[config.mk]
export PLATFORM = sky130hd
export DESIGN_NAME = unpack_input_arbiter_flat
export DESIGN_NICKNAME = d
export VERILOG_FILES = /design/src/rtl/unpack_input_arbiter_if.sv /design/src/rtl/unpack_input_arbiter.sv /design/src/flat_wrapper.sv
export SDC_FILE = /design/constraint.sdc
export NUM_CORES = 1
export LEC_CHECK = 0
export BUFFER_PORTS_ARGS = -buffer_cell sky130_fd_sc_hd__buf_4
export CAP_MARGIN = 20
export CELL_PAD_IN_SITES_DETAIL_PLACEMENT = 1
export CELL_PAD_IN_SITES_GLOBAL_PLACEMENT = 1
export CORE_ASPECT_RATIO = 0.9
export CORE_MARGIN = 2
export CORE_UTILIZATION = 24
export CTS_BUF_LIST = sky130_fd_sc_hd__clkbuf_8 sky130_fd_sc_hd__clkbuf_16
export CTS_CLUSTER_SIZE = 25
export DETAILED_ROUTE_END_ITERATION = 10
export PLACE_DENSITY = 0.77
export SKIP_CTS_REPAIR_TIMING = 1
export SYNTH_ARGS = -nofsm -noshare
export SYNTH_HDL_FRONTEND = slang
export SYNTH_SLANG_ARGS = --single-unit
[constraint.sdc]
create_clock -name clk -period 3.9 [get_ports clk]
set_input_delay 0.195 -clock clk [delete_from_list [all_inputs] [get_ports clk]]
set_output_delay 0.195 -clock clk [all_outputs]
set_load 0.03 [all_outputs]
[src/rtl/unpack_input_arbiter_if.sv]
// unpack_input_arbiter_if: requester-side and unpacker-side word streams around the input arbiter.
interface unpack_input_arbiter_if #(
    parameter int NUM_REQ = 4
);
    logic [NUM_REQ-1:0]    req_valid;
    logic [32*NUM_REQ-1:0] req_data;
    logic [NUM_REQ-1:0]    req_sop;
    logic [NUM_REQ-1:0]    req_eop;
    logic [NUM_REQ-1:0]    req_ready;
    logic                  arb_valid;
    logic [31:0]           arb_data;
    logic                  arb_sop;
    logic                  arb_eop;
    logic                  arb_ready;

    modport master (
        input  req_valid, req_data, req_sop, req_eop, arb_ready,
        output req_ready, arb_valid, arb_data, arb_sop, arb_eop
    );

    modport slave (
        output req_valid, req_data, req_sop, req_eop, arb_ready,
        input  req_ready, arb_valid, arb_data, arb_sop, arb_eop
    );
endinterface

[src/rtl/unpack_input_arbiter.sv]
// unpack_input_arbiter: packet-granular round-robin arbiter feeding one shared 32->7 unpacker (UNPACK_ARB_MAX_PKT_EN adds a MAX_WORDS length limit).
module unpack_input_arbiter #(
    parameter int NUM_REQ = 4,
    parameter int ID_W    = $clog2(NUM_REQ)
`ifdef UNPACK_ARB_MAX_PKT_EN
    ,
    parameter int MAX_WORDS = 64
`endif
) (
    input  logic                   clk,
    input  logic                   rst,
    unpack_input_arbiter_if.master bus,
    output logic [ID_W-1:0]        grant_id,
    output logic                   busy,
    output logic [15:0]            drop_cnt,
    output logic                   err_sop
`ifdef UNPACK_ARB_MAX_PKT_EN
    ,
    output logic                   ovf_sticky
`endif
);
    typedef enum logic [1:0] {
        IDLE,
        LOCKED
`ifdef UNPACK_ARB_MAX_PKT_EN
        ,
        DRAIN
`endif
    } state_t;

    state_t              state_q, state_d;
    logic [ID_W-1:0]     rr_ptr_q, rr_ptr_d;
    logic [ID_W-1:0]     grant_id_q, grant_id_d;
    logic [15:0]         drop_cnt_q, drop_cnt_d;
    logic                err_sop_q, err_sop_d;
    logic [NUM_REQ-1:0]  cand, rdy, drop_mask;
    logic [ID_W-1:0]     win, sel;
    logic                found, sel_v, hs, at_limit;
    logic [4:0]          ndrop;
    logic [16:0]         drop_sum;
`ifdef UNPACK_ARB_MAX_PKT_EN
    logic [15:0]         cnt_q, cnt_d;
    logic                ovf_q, ovf_d;
`endif

    function automatic logic [ID_W-1:0] inc(input logic [ID_W-1:0] id);
        return (int'(id) == NUM_REQ - 1) ? '0 : id + 1'b1;
    endfunction

    assign cand  = bus.req_valid & bus.req_sop;
    assign sel   = (state_q == IDLE) ? win : grant_id_q;
    assign sel_v = (state_q == IDLE) ? found : (state_q == LOCKED) ? bus.req_valid[grant_id_q] : 1'b0;
    assign hs    = bus.arb_valid & bus.arb_ready;

`ifdef UNPACK_ARB_MAX_PKT_EN
    // cnt_q counts LOCKED words after the sop word, so the MAX_WORDS-th word sees MAX_WORDS-2
    assign at_limit   = (state_q == LOCKED) && (cnt_q == 16'(MAX_WORDS - 2));
    assign ovf_sticky = ovf_q;
`else
    assign at_limit = 1'b0;
`endif

    assign bus.arb_valid = !rst & sel_v;
    assign bus.arb_data  = rst ? 32'd0 : bus.req_data[{sel, 5'd0} +: 32];
    assign bus.arb_sop   = bus.arb_valid & bus.req_sop[sel];
    assign bus.arb_eop   = bus.arb_valid & (bus.req_eop[sel] | at_limit);
    assign bus.req_ready = rst ? '0 : rdy;

    assign grant_id = grant_id_q;
    assign busy     = state_q != IDLE;
    assign drop_cnt = drop_cnt_q;
    assign err_sop  = err_sop_q;

    // Round-robin pick: first sop candidate at or after rr_ptr, wrapping.
    always_comb begin
        win   = '0;
        found = 1'b0;
        for (int k = 0; k < NUM_REQ; k++) begin
            if (!found && cand[(int'(rr_ptr_q) + k) % NUM_REQ]) begin
                found = 1'b1;
                win   = ID_W'((int'(rr_ptr_q) + k) % NUM_REQ);
            end
        end
    end

    // Popcount of words discarded this cycle, added to drop_cnt with saturation.
    always_comb begin
        ndrop = '0;
        for (int k = 0; k < NUM_REQ; k++) ndrop = ndrop + 5'(drop_mask[k]);
    end

    assign drop_sum   = {1'b0, drop_cnt_q} + 17'(ndrop);
    assign drop_cnt_d = drop_sum[16] ? 16'hFFFF : drop_sum[15:0];

    // Next state, per-requester ready steering and drop selection.
    always_comb begin
        state_d    = state_q;
        rr_ptr_d   = rr_ptr_q;
        grant_id_d = grant_id_q;
        err_sop_d  = err_sop_q;
        rdy        = '0;
        drop_mask  = '0;
`ifdef UNPACK_ARB_MAX_PKT_EN
        cnt_d      = cnt_q;
        ovf_d      = ovf_q;
`endif
        case (state_q)
            IDLE: begin
                drop_mask = bus.req_valid & ~bus.req_sop;
                rdy       = drop_mask;
                if (found) rdy[win] = bus.arb_ready;
                if (hs) begin
                    grant_id_d = win;
`ifdef UNPACK_ARB_MAX_PKT_EN
                    cnt_d = '0;
`endif
                    if (bus.req_eop[win]) rr_ptr_d = inc(win);
                    else state_d = LOCKED;
                end
            end
            LOCKED: begin
                rdy[grant_id_q] = bus.arb_ready;
                if (hs) begin
                    err_sop_d = err_sop_q | bus.req_sop[grant_id_q];
`ifdef UNPACK_ARB_MAX_PKT_EN
                    cnt_d = cnt_q + 16'd1;
`endif
                    if (bus.req_eop[grant_id_q]) begin
                        rr_ptr_d = inc(grant_id_q);
                        state_d  = IDLE;
                    end
`ifdef UNPACK_ARB_MAX_PKT_EN
                    else if (at_limit) begin
                        ovf_d   = 1'b1;
                        state_d = DRAIN;
                    end
`endif
                end
            end
`ifdef UNPACK_ARB_MAX_PKT_EN
            DRAIN: begin
                rdy[grant_id_q]       = 1'b1;
                drop_mask[grant_id_q] = bus.req_valid[grant_id_q];
                if (bus.req_valid[grant_id_q] & bus.req_eop[grant_id_q]) begin
                    rr_ptr_d = inc(grant_id_q);
                    state_d  = IDLE;
                end
            end
`endif
            default: state_d = IDLE;
        endcase
    end

    // State and bookkeeping registers; reset abandons any packet in flight.
    always_ff @(posedge clk) begin
        if (rst) begin
            state_q    <= IDLE;
            rr_ptr_q   <= '0;
            grant_id_q <= '0;
            drop_cnt_q <= '0;
            err_sop_q  <= 1'b0;
`ifdef UNPACK_ARB_MAX_PKT_EN
            cnt_q      <= '0;
            ovf_q      <= 1'b0;
`endif
        end else begin
            state_q    <= state_d;
            rr_ptr_q   <= rr_ptr_d;
            grant_id_q <= grant_id_d;
            drop_cnt_q <= drop_cnt_d;
            err_sop_q  <= err_sop_d;
`ifdef UNPACK_ARB_MAX_PKT_EN
            cnt_q      <= cnt_d;
            ovf_q      <= ovf_d;
`endif
        end
    end
endmodule
[src/flat_wrapper.sv]
// flat-port wrapper written by rule: the top's interface ports become plain ports
module unpack_input_arbiter_flat 
#(
    parameter int NUM_REQ = 4,
    parameter int ID_W    = $clog2(NUM_REQ)

)
  (clk, rst, grant_id, busy, drop_cnt, err_sop, bus_req_valid, bus_req_data, bus_req_sop, bus_req_eop, bus_arb_ready, bus_req_ready, bus_arb_valid, bus_arb_data, bus_arb_sop, bus_arb_eop);
  unpack_input_arbiter_if #(.NUM_REQ(NUM_REQ)) bus_i ();
  input  logic clk;
  input  logic rst;
  output logic [ID_W-1:0] grant_id;
  output logic busy;
  output logic [15:0] drop_cnt;
  output logic err_sop;
  input wire logic [$bits(bus_i.req_valid)-1:0] bus_req_valid;
  input wire logic [$bits(bus_i.req_data)-1:0] bus_req_data;
  input wire logic [$bits(bus_i.req_sop)-1:0] bus_req_sop;
  input wire logic [$bits(bus_i.req_eop)-1:0] bus_req_eop;
  input wire logic [$bits(bus_i.arb_ready)-1:0] bus_arb_ready;
  output wire logic [$bits(bus_i.req_ready)-1:0] bus_req_ready;
  output wire logic [$bits(bus_i.arb_valid)-1:0] bus_arb_valid;
  output wire logic [$bits(bus_i.arb_data)-1:0] bus_arb_data;
  output wire logic [$bits(bus_i.arb_sop)-1:0] bus_arb_sop;
  output wire logic [$bits(bus_i.arb_eop)-1:0] bus_arb_eop;
  assign bus_i.req_valid = bus_req_valid;
  assign bus_i.req_data = bus_req_data;
  assign bus_i.req_sop = bus_req_sop;
  assign bus_i.req_eop = bus_req_eop;
  assign bus_i.arb_ready = bus_arb_ready;
  assign bus_req_ready = bus_i.req_ready;
  assign bus_arb_valid = bus_i.arb_valid;
  assign bus_arb_data = bus_i.arb_data;
  assign bus_arb_sop = bus_i.arb_sop;
  assign bus_arb_eop = bus_i.arb_eop;
  unpack_input_arbiter #(.NUM_REQ(NUM_REQ), .ID_W(ID_W)) u_core (.clk(clk), .rst(rst), .bus(bus_i), .grant_id(grant_id), .busy(busy), .drop_cnt(drop_cnt), .err_sop(err_sop));
endmodule
Yosys cells after proc, flatten, opt, wreduce, memory -nomap -nowiden. Index checks and enable logic that the tools add are counted.

Bits in registers: 23. Bits of input ports: 143. Output and inout bits: 59. Logic and storage cells: 120.

$add $sub $neg: 9. Magnitude comparators: 9. Eq/ne operators: 8. Shift operators: 1. Muxes and demuxes: 57. Bitwise gates (word level): 12. Reductions and logical operators: 19.

Operator list (number): $shiftx 128x8->32 (1); $mux 32 (1); $mux 2 (15); $mux 1 (21); $bmux 1 s2 (10); $add 16x5->17 (1); $mux 16 (1); $and 4x4->4 (3); $lt 2x3->1 const B (4); $lt 3x4->1 const B (3); $mux 4 (3); $add 5x1->5 (2); $pmux 2 s2 (2); $pmux 4 s2 (1); $add 2x1->2 const B (3); $eq 2x1->1 const B (3); $ne 2x2->1 const B (3); $reduce_or 2->1 (3); $logic_and 1x1->1 (5); $reduce_and 5->1 (1); $add 2x2->2 const B (2); $and 1x1->1 (4); $bwmux 4 (1); $demux 1 s2 (2); 11 further kinds (20).

Longest topological paths before layout. Gate-level depths: netlist of the first run.

Depth in word-level cells: 22. Mapped depth: 15. Depth with buffers taken out: 13.

Worst setup path after synthesis of the first run. OpenSTA, ideal clock, no wires.

Path kind: reg-to-reg. Start point: register u_core.state_q[0]. End point: register u_core.drop_cnt_q[10], in the netlist u_core.drop_cnt[10]. Library setup time: 0.070 ns. Arrival: 4.219 ns. Data required time: 3.830 ns. Slack: -0.389 ns. Stages on the path, launching flop included: 16. Path buffers: 4. Clock period less this slack: 4.289 ns. Path through: dfxtp_1 clkbuf_1 clkbuf_1 buf_1 nor3b_1 ha_1 fa_1 ha_1 inv_1 fa_1 nand2b_1 a211oi_1 nand2b_1 or2_2 clkbuf_1 a21oi_1.

Word-level cells in the longest chain between the ends: 7.

RTL lines: from (decl) (RTL line unpack_input_arbiter.sv:31) `state_t state_q, state_d;`; from (signal assigned) (RTL line unpack_input_arbiter.sv:167) `state_q <= state_d;`; $logic_not 2->1 (*) (RTL line unpack_input_arbiter.sv:107) `case (state_q)`; $mux 4 (*) (RTL line unpack_input_arbiter.sv:107); $add 1x1->2 (RTL line unpack_input_arbiter.sv:89) `for (int k = 0; k < NUM_REQ; k++) ndrop = ndrop + 5'(drop_mask[k]);`; $add 5x1->5 (RTL line unpack_input_arbiter.sv:89); $add 5x1->5 (*) (RTL line unpack_input_arbiter.sv:89); $add 16x5->17 (*) (RTL line unpack_input_arbiter.sv:92) `assign drop_sum = {1'b0, drop_cnt_q} + 17'(ndrop);`; $mux 16 (*) (RTL line unpack_input_arbiter.sv:93) `assign drop_cnt_d = drop_sum[16] ? 16'hFFFF : drop_sum[15:0];`; to (signal assigned) (RTL line unpack_input_arbiter.sv:170) `drop_cnt_q <= drop_cnt_d;`; to (decl) (RTL line unpack_input_arbiter.sv:34) `logic [15:0] drop_cnt_q, drop_cnt_d;`.

Mark *: on every way between the ends. The rest lies on a longest branch, timed or not. A chain may end at the register's enable or synchronous reset.

Worst setup path after layout of the first run.
Start point: register u_core.state_q[0]. End point: register u_core.drop_cnt_q[14], in the netlist u_core.drop_cnt[14].

The elaborated chain is that of the path after synthesis.

==> impl_metrics.yaml, run 1 <==
outcome:
  outcome: "finished clean"
synth:
  yosysSeqAreaShare_pct: 16.75
  synth_async_sr_flop_share_pct: 0
  yosysWarningCount: 0
  postSynthCellCount: 343
  syn-num-nets: 501
  synth-main-ff-cell: "dfxtp_1"
  avgSynthCellArea_sq_um: 7.668
  synth_seq_cells: 22
  synthDistinctLibCells: 48
  synth_area_sq_um: 2630
  synth_edf_count: 0
finish:
  nNetsFinal: 688
  drive_gt1_share_pct: 42.16
  fillers: 1330
  post-route-util_pct: 40.32
  layout.cells.non_filler: 664
  final_common_cell: "buf_4"
  layout_common_cells: "205 x buf_4, 39 x o21ai_0, 35 x mux2i_1, 31 x a22oi_1, 27 x a21oi_1"
  syn_to_final_growth_pct: 65.03
global_route:
  overflow: 0
  grt_max_degree: 32
  grt_pass1_wl_um: 18590
  antenna_found_initial: 2
  grt_pass1_vias: 3486
  grt_usage_pct: 19.70
timing:
  slew_headroom_pct: 49.24
  rsz0062_at_grt: "false"
  min_period_over_period_pct: 91.22
  setup_viol: 0
  clock.fmax_mhz: 281.1
  slew_viol_final: 0
  fin_skew_ns: 0.003861
  tightest_slew_ns: 0.7614
  post-route-min-period_ns: 3.558
  fin_setup_tns_ns: 0
  finalHoldViolCount: 0
detailed_routing:
  drt-total-wl_um: 12640
  drt_iter0_markers: 248
  vias_per_cell: 5.193
  drtAntennaViolNets: 0
  drt_first_pass_iters: 4
  wl_per_cell_um: 19.04
  drc: 0
  via_count: 3448
floorplanning:
  rows: 36
  core-area_sq_um: 10770
  die_area_sq_um: 11810
  chipHeight_um: 103.3
  die_w_um: 114.3
  ioPinCount: 202
  start_util_pct: 24.43
clocking:
  cts_tree: "yes"
  htree_levels: 1
  clk_latency_ns: 0.25
  cts_sinks: 22
  cts_buffer_depth: 2
  clkTransAtPathRegs_ns: 0.06
  cts-root-buf: "clkbuf_16"
  cts_buffers: 3
worst_setup_path:
  worstPathCellList: "nor3b_1, ha_1, fa_1, ha_1, inv_1, fa_1, nand2b_1, a211oi_2, nand2b_1, or4_1, o21ai_0, nor2_1"
  cp_slowest_stage_delay_ns: 0.51
  path_buf_inv: 1
  critPathSlowestCell: "or4_1"
  end_kind: "register"
  worstPathRequired_ns: 4.04
  startpoint_type: "register"
  critical_path_class: "reg2reg"
  cp.arrival_ns: 3.70
  r2r_setup_slack_ns: 0.34
  path_max_fanout: 5
  crit_family: "adder cells"
hold_path:
  hp-class: "in2reg"
power_and_ir_drop:
  ir_worst_vdd_mv: 0.1416
  leakage_nw: 1.938
  powerDensity_nw_per_um2: 263.1
  p_total_w: 0.001142
place:
  place_congestion: 0.8384
  dp_cells: 658
  dpl.hpwl_um: 10140
  port-buffer-count: 201
job:
  cap_violations: 0
## power breakdown
group | total [W] | internal, W | switching [W]
Combinational | 0.000645 | 0.000287 | 0.000358
Sequential | 0.000256 | 0.000238 | 0.0000175
Clock | 0.000241 | 0.000157 | 0.0000848
## sequential cells by signal, indices dropped and copies added, names as in the netlist
register and cells:
u_core.drop_cnt 16, u_core.grant_id 2, u_core.rr_ptr_q 2, u_core.err_sop 1, u_core.state_q 1
## layer usage
layer / vias up / global-route usage, % / routed length [um]
li1: 1670 / - / -
met1: 1672 / 26.07 / 5260
met2: 98 / 33.61 / 6561
met3: 8 / 3.730 / 684
met4: 0 / 4.409 / 136
met5: - / 0 / 0
## cell families after synthesis
| logic type | Yosys count | share of synthesized area, % |
|---|---|---|
| AOI/OAI and AO/OA | 134 | 32.49 |
| xor gates and xnor gates | 10 | 3.330 |
| adders and majority gates | 15 | 7.707 |
| buffers and inverters | 36 | 6.232 |
| DFF | 22 | 16.75 |
| muxes | 40 | 17.60 |
| and+or+nand+nor | 86 | 15.89 |
## metrics by stage
stage               worst slack, ns  area [sq um]  hold WS (ns)
finish                       0.3423          4340        0.3139
CTS                          0.3214          4335        0.3110
global route                0.09617          4340        0.3234
global placement             0.5038          4247        0.5001
floorplan                   0.07173          2640        0.4070
detailed placement           0.3156          4247        0.5272
## synth_stat cells (all sizes together), types with 3 or more instances
library cell  number  area share, %
a22oi             31            8.8
a21o               3           0.86
ha                13            6.2
mux2i             35             13
nand3             17            3.2
o21a               7            2.0
and2               4           0.95
xor2               6            2.0
nand2             23            3.3
mux4               5            4.3
buf                7            2.1
a21oi             28            5.3
dfxtp             22             17
nand3b             3           0.86
clkbuf            17            2.4
a31oi              8            1.9
nor2              19            2.7
nor3               4           0.76
xnor2              4            1.3
inv               11            1.6
o21ai             41            7.8
nand2b             5            1.2
## area by class of cell
class                   instances  area (sq um)  area share [%]
clock buffers                   4         88.84           2.047
diodes                          2         5.005          0.1153
repair buffers                206          1559           35.92
inverters                      12         45.04           1.038
flip-flops and latches         22         441.7           10.18
well taps                     133         166.4           3.834
multi-input cells             285          2034           46.87
## final timing paths
| kind | start | endpoint | depth (start not counted) |
|---|---|---|---|
| setup / recovery | u_core.state_q[0] | u_core.drop_cnt[14] | 12 |
| hold / removal | rst | u_core.drop_cnt[12] | 2 |
| setup reg to reg | u_core.state_q[0] | u_core.drop_cnt[14] | 12 |
| hold reg to reg | u_core.err_sop | u_core.err_sop | 2 |
No activity file was read; power rests on OpenSTA's default activity.
==> inputs of run 2 (changes only) <==
--- a/config.mk
+++ b/config.mk
@@ -9,13 +9,14 @@
 export CAP_MARGIN = 20
 export CELL_PAD_IN_SITES_DETAIL_PLACEMENT = 1
 export CELL_PAD_IN_SITES_GLOBAL_PLACEMENT = 1
-export CORE_ASPECT_RATIO = 0.9
+export CORE_ASPECT_RATIO = 0.6
 export CORE_MARGIN = 2
 export CORE_UTILIZATION = 24
 export CTS_BUF_LIST = sky130_fd_sc_hd__clkbuf_8 sky130_fd_sc_hd__clkbuf_16
 export CTS_CLUSTER_SIZE = 25
 export DETAILED_ROUTE_END_ITERATION = 10
 export PLACE_DENSITY = 0.77
+export RECOVER_POWER = 25
 export SKIP_CTS_REPAIR_TIMING = 1
 export SYNTH_ARGS = -nofsm -noshare
 export SYNTH_HDL_FRONTEND = slang
==> run 2 against run 1 <==
- global-route usage increased by 0.35 points
- critical path depth stayed put
- sequential share of layout area is 0.12 points higher
- fmax is 0.42% lower
- combinational power fell by 1%
- clock power increased by 19%
- first-iteration DRC count is 23% lower
==> impl_metrics.yaml, run 2 (synthesis results as in run 1) <==
floorplanning:
  die_area_sq_um: 11840
  ioPinCount: 202
  core-area_sq_um: 10630
  die_w_um: 139.1
  rows: 29
  chipHeight_um: 85.09
  start_util_pct: 24.74
global_route:
  grt_pass1_vias: 3581
  overflow: 0
  grt_pass1_wl_um: 19270
  grt_max_degree: 32
  antenna_found_initial: 0
  grt_usage_pct: 20.05
hold_path:
  hp-class: "in2reg"
  hold_depth: 2
  hp-start: "rst"
  hold_end: "u_core.grant_id[1]"
place:
  port-buffer-count: 201
  place_congestion: 0.8171
  dpl.hpwl_um: 10580
worst_setup_path:
  startpoint_type: "register"
  crit_family: "adder cells"
  reg2reg_from: "u_core.state_q[0]"
  worstPathCellList: "nor3b_1, ha_1, fa_1, ha_1, inv_1, fa_1, nand2b_1, a211oi_2, nand2b_1, or4_1, o21ai_0, nor2_1"
  ff2ff_path_depth: 12
  path_depth: 12
  end_kind: "register"
  critical_path_class: "reg2reg"
  path_max_fanout: 5
  worstPathRequired_ns: 4.03
  cp_slowest_stage_delay_ns: 0.50
  path_buf_inv: 1
  r2r_setup_slack_ns: 0.33
  r2r_end: "u_core.drop_cnt[14]"
  critPathSlowestCell: "or4_1"
  cp.arrival_ns: 3.70
detailed_routing:
  drt_iter0_markers: 192
  wl_per_cell_um: 19.07
  via_count: 3466
  drc: 0
  vias_per_cell: 5.173
  drt-total-wl_um: 12780
  drtAntennaViolNets: 0
  drt_first_pass_iters: 4
finish:
  drive_gt1_share_pct: 38.79
  antenna_cells: 0
  largest_reg_flops: 16
  layout_common_cells: "189 x buf_4, 39 x o21ai_0, 35 x mux2i_1, 31 x a22oi_1, 27 x a21oi_1"
  syn_to_final_growth_pct: 63.13
  nNetsFinal: 690
  final_common_cell: "buf_4"
power_and_ir_drop:
  p_seq_share_pct: 21.8
  p_int_w: 0.0007188
  ir_worst_vdd_mv: 0.2103
  powerDensity_nw_per_um2: 274.5
  p_total_w: 0.001178
  leakage_nw: 1.871
  swShare_pct: 38.96
  pwr-share-clk_pct: 24.3
  combPwrFrac_pct: 54.0
  power.switching_w: 0.0004588
timing:
  clock.fmax_mhz: 279.9
  setup_viol: 0
  fin_skew_ns: 0.004153
  fin_setup_tns_ns: 0
  rsz0062_at_grt: "false"
  finalHoldViolCount: 0
  min_period_over_period_pct: 91.61
  slew_viol_final: 0
  tightest_slew_ns: 0.7103
  slew_headroom_pct: 52.65
  whs_ns: 0.3160
  post-route-min-period_ns: 3.573
clocking:
  cts-root-buf: "clkbuf_16"
  clk_latency_ns: 0.25
  cts_tree: "yes"
  cts_sinks: 22
  htree_levels: 1
  cts_buffers: 3
  cts_buffer_depth: 2
  clkTransAtPathRegs_ns: 0.06
job:
  cap_violations: 0
outcome:
  outcome: "finished clean"
-- run 2: changes by cell type in the layout (fill, tap and decap cells not counted), sizes merged --
cell	previous run	this run
diode	2	0
clkbuf	4	22
buf	206	189
bufinv	0	1
-- run 2: power groups by stage --
stage	clock (W)	sequential (W)	combinational, W
CTS	0.000290	0.000257	0.000644
floorplan	0	0.000275	0.000342
global placement	0	0.000259	0.000628
detailed placement	0	0.000262	0.000642
global route	0.000304	0.000258	0.000683
finish	0.000286	0.000256	0.000636
-- run 2: per-stage QoR --
stage	cells	utilization [%]	setup WS [ns]	cell area (sq um)
floorplan	343	-	0.07173	2640
global placement	666	40.04	0.4594	4257
detailed placement	666	40.04	0.2802	4257
CTS	670	41.03	0.3039	4362
global route	670	40.36	0.05213	4290
finish	670	40.36	0.3272	4290
-- run 2: final cells by class --
class / count / area (sq um)
fillers: 1336 / 6341
multi-input cells: 285 / 2034
repair buffers: 208 / 1490
flip-flops and latches: 22 / 441.7
well taps: 139 / 173.9
clock buffers: 3 / 75.07
inverters: 12 / 45.04
clock inverters: 1 / 30.03
-- run 2: worst max path at each step --
stage,startpoint,end,slack [ns]
global placement,bus_req_sop[1],u_core.drop_cnt[14],0.46
detailed placement,bus_req_sop[1],u_core.drop_cnt[14],0.28
CTS,u_core.state_q[0],u_core.drop_cnt[14],0.30
global route,u_core.state_q[0],u_core.drop_cnt[14],0.05
finish,u_core.state_q[0],u_core.drop_cnt[14],0.33
floorplan,u_core.state_q[0],u_core.drop_cnt[10],0.07
-- run 2: per-layer routing --
layer	part of all wire, %	GRT usage, %	wire [um]	vias up
met2	48	32.65	6131	96
met3	4.8	4.176	611	6
met1	47	28.44	5961	1698
met4	0.56	2.020	72	0
li1	-	-	-	1666
met5	0	0	0	-
==> inputs of run 3 (changes only) <==
--- a/config.mk
+++ b/config.mk
@@ -9,7 +9,6 @@
 export CAP_MARGIN = 20
 export CELL_PAD_IN_SITES_DETAIL_PLACEMENT = 1
 export CELL_PAD_IN_SITES_GLOBAL_PLACEMENT = 1
-export CORE_ASPECT_RATIO = 0.6
 export CORE_MARGIN = 2
 export CORE_UTILIZATION = 24
 export CTS_BUF_LIST = sky130_fd_sc_hd__clkbuf_8 sky130_fd_sc_hd__clkbuf_16
==> run 3 against run 2 <==
- core utilization shrank 0.71 points
- fmax is 3.7% higher
- worst setup slack gained 0.13 ns
- cell area decreased by 0.70%
- first-iteration DRC count decreased by 31%
- total power down 6.4%
- register-to-register slack better by 0.13 ns
- routed wire length down 1.5%
- critical path type unchanged
- critical endpoint is now u_core.drop_cnt[8]
- highest routed layer unchanged
==> impl_metrics.yaml, run 3 (synthesis results as in run 1) <==
outcome:
  outcome: "finished clean"
detailed_routing:
  drc: 0
  drt-total-wl_um: 12590
  wl_met1_um: 4546
  wl_per_cell_um: 18.76
  wl_met2_um: 6610
  drt_iter0_markers: 132
  vias_per_cell: 5.195
  drtAntennaViolNets: 0
  top_layer: "met4"
  via_count: 3486
  met3WireLength_um: 1058
  drt_first_pass_iters: 4
clocking:
  cts_buffers: 3
  cts_sinks: 22
  cts_buffer_depth: 2
  cts-root-buf: "clkbuf_8"
  cts_tree: "yes"
  clkTransAtPathRegs_ns: 0.09
  clk_latency_ns: 0.27
  htree_levels: 1
global_route:
  overflow: 0
  grt_pass1_vias: 3672
  grt_usage_pct: 20.01
  grt_pass1_wl_um: 18940
  antenna_found_initial: 2
  grt_max_degree: 34
job:
  cap_violations: 0
finish:
  syn_to_final_growth_pct: 61.99
  drive_gt1_share_pct: 38.56
  regArea_sq_um: 441.7
  layout_common_cells: "186 x buf_4, 39 x o21ai_0, 35 x mux2i_1, 31 x a22oi_1, 27 x a21oi_1"
  final_common_cell: "buf_4"
  multi_input_area_sq_um: 2034
  largest_reg_flops: 16
  nNetsFinal: 688
  layout.cells.non_filler: 671
  post-route-util_pct: 39.65
  fillers: 1368
timing:
  slew_headroom_pct: 56.07
  clock.fmax_mhz: 290.2
  fin_setup_tns_ns: 0
  finalHoldViolCount: 0
  setup_viol: 0
  min_period_over_period_pct: 88.34
  slew_viol_final: 0
  rsz0062_at_grt: "false"
  tightest_slew_ns: 0.6589
  post-route-min-period_ns: 3.445
  fin_skew_ns: 0.007603
floorplanning:
  rows: 38
  start_util_pct: 24.48
  die_w_um: 108.7
  ioPinCount: 202
  chipHeight_um: 108.7
  core-area_sq_um: 10750
  die_area_sq_um: 11810
place:
  place_congestion: 0.8255
  port-buffer-count: 201
  dpl.hpwl_um: 10330
  dp_cells: 665
worst_setup_path:
  cp-startpoint: "u_core.state_q[0]"
  worstPathRequired_ns: 4.11
  startpoint_type: "register"
  path_max_fanout: 13
  end_kind: "register"
  ff2ff_path_depth: 12
  r2r_setup_slack_ns: 0.45
  crit_path_end: "u_core.drop_cnt[8]"
  cp.arrival_ns: 3.66
  reg2reg_from: "u_core.state_q[0]"
  critical_path_class: "reg2reg"
  r2r_end: "u_core.drop_cnt[8]"
power_and_ir_drop:
  leakage_nw: 1.849
  p_total_w: 0.001103
  ir_worst_vdd_mv: 0.1374
  powerDensity_nw_per_um2: 258.8
hold_path:
  hp-class: "in2reg"
[run 3: changes by cell type in the layout (fill, tap and decap cells not counted)]
cell and delta:
diode_2 +2, buf_4 -3, clkbuf_8 +3, buf_12 +1, clkbuf_16 -3
[run 3: worst min-delay path by stage]
stage,to,start,cells past startpoint
floorplan,u_core.state_q[0],bus_arb_ready,3
global placement,u_core.err_sop,u_core.err_sop,2
detailed placement,u_core.err_sop,u_core.err_sop,2
CTS,u_core.drop_cnt[15],rst,2
global route,u_core.drop_cnt[14],rst,2
finish,u_core.drop_cnt[15],rst,2
[run 3: critical path, stage by stage, from the launching register on]
cell,delay [ns]
dfxtp_2,0.35
nor3b_1,0.20
ha_1,0.28
fa_1,0.39
ha_1,0.30
inv_1,0.06
fa_1,0.43
nand2b_1,0.20
a211oi_2,0.30
nand2b_1,0.19
or2_2,0.46
o21a_1,0.15
nor2_1,0.08
[run 3: where the power goes]
part,switching (W),internal [W],leakage [nW]
sequential,0.0000178,0.000238,0.179
clock,0.0000812,0.000137,0.0357
combinational,0.000352,0.000276,1.63
total,0.000451,0.000652,1.85
[run 3: layout make-up]
class	instances	area share (%)
Clock inverter	1	0.7048
Timing Repair Buffer	206	34.92
Antenna cell	2	0.1175
Inverter	12	1.057
Clock buffer	3	0.9692
Multi-Input combinational cell	285	47.75
Tap cell	140	4.112
Sequential cell	22	10.37
[run 3: per-layer routing]
layer / global-route usage (%) / vias up
li1: - / 1665
met1: 22.31 / 1637
met2: 36.61 / 161
met3: 5.200 / 23
met4: 6.960 / 0
met5: 0 / -
[run 3: per-stage QoR]
| step | area, sq um | hold WS, ns | setup slack, ns |
|---|---|---|---|
| floorplan | 2640 | 0.4070 | 0.07173 |
| global placement | 4255 | 0.4763 | 0.5254 |
| detailed placement | 4255 | 0.4982 | 0.4285 |
| CTS | 4327 | 0.2869 | 0.4484 |
| global route | 4260 | 0.2951 | 0.2389 |
| finish | 4260 | 0.2867 | 0.4546 |
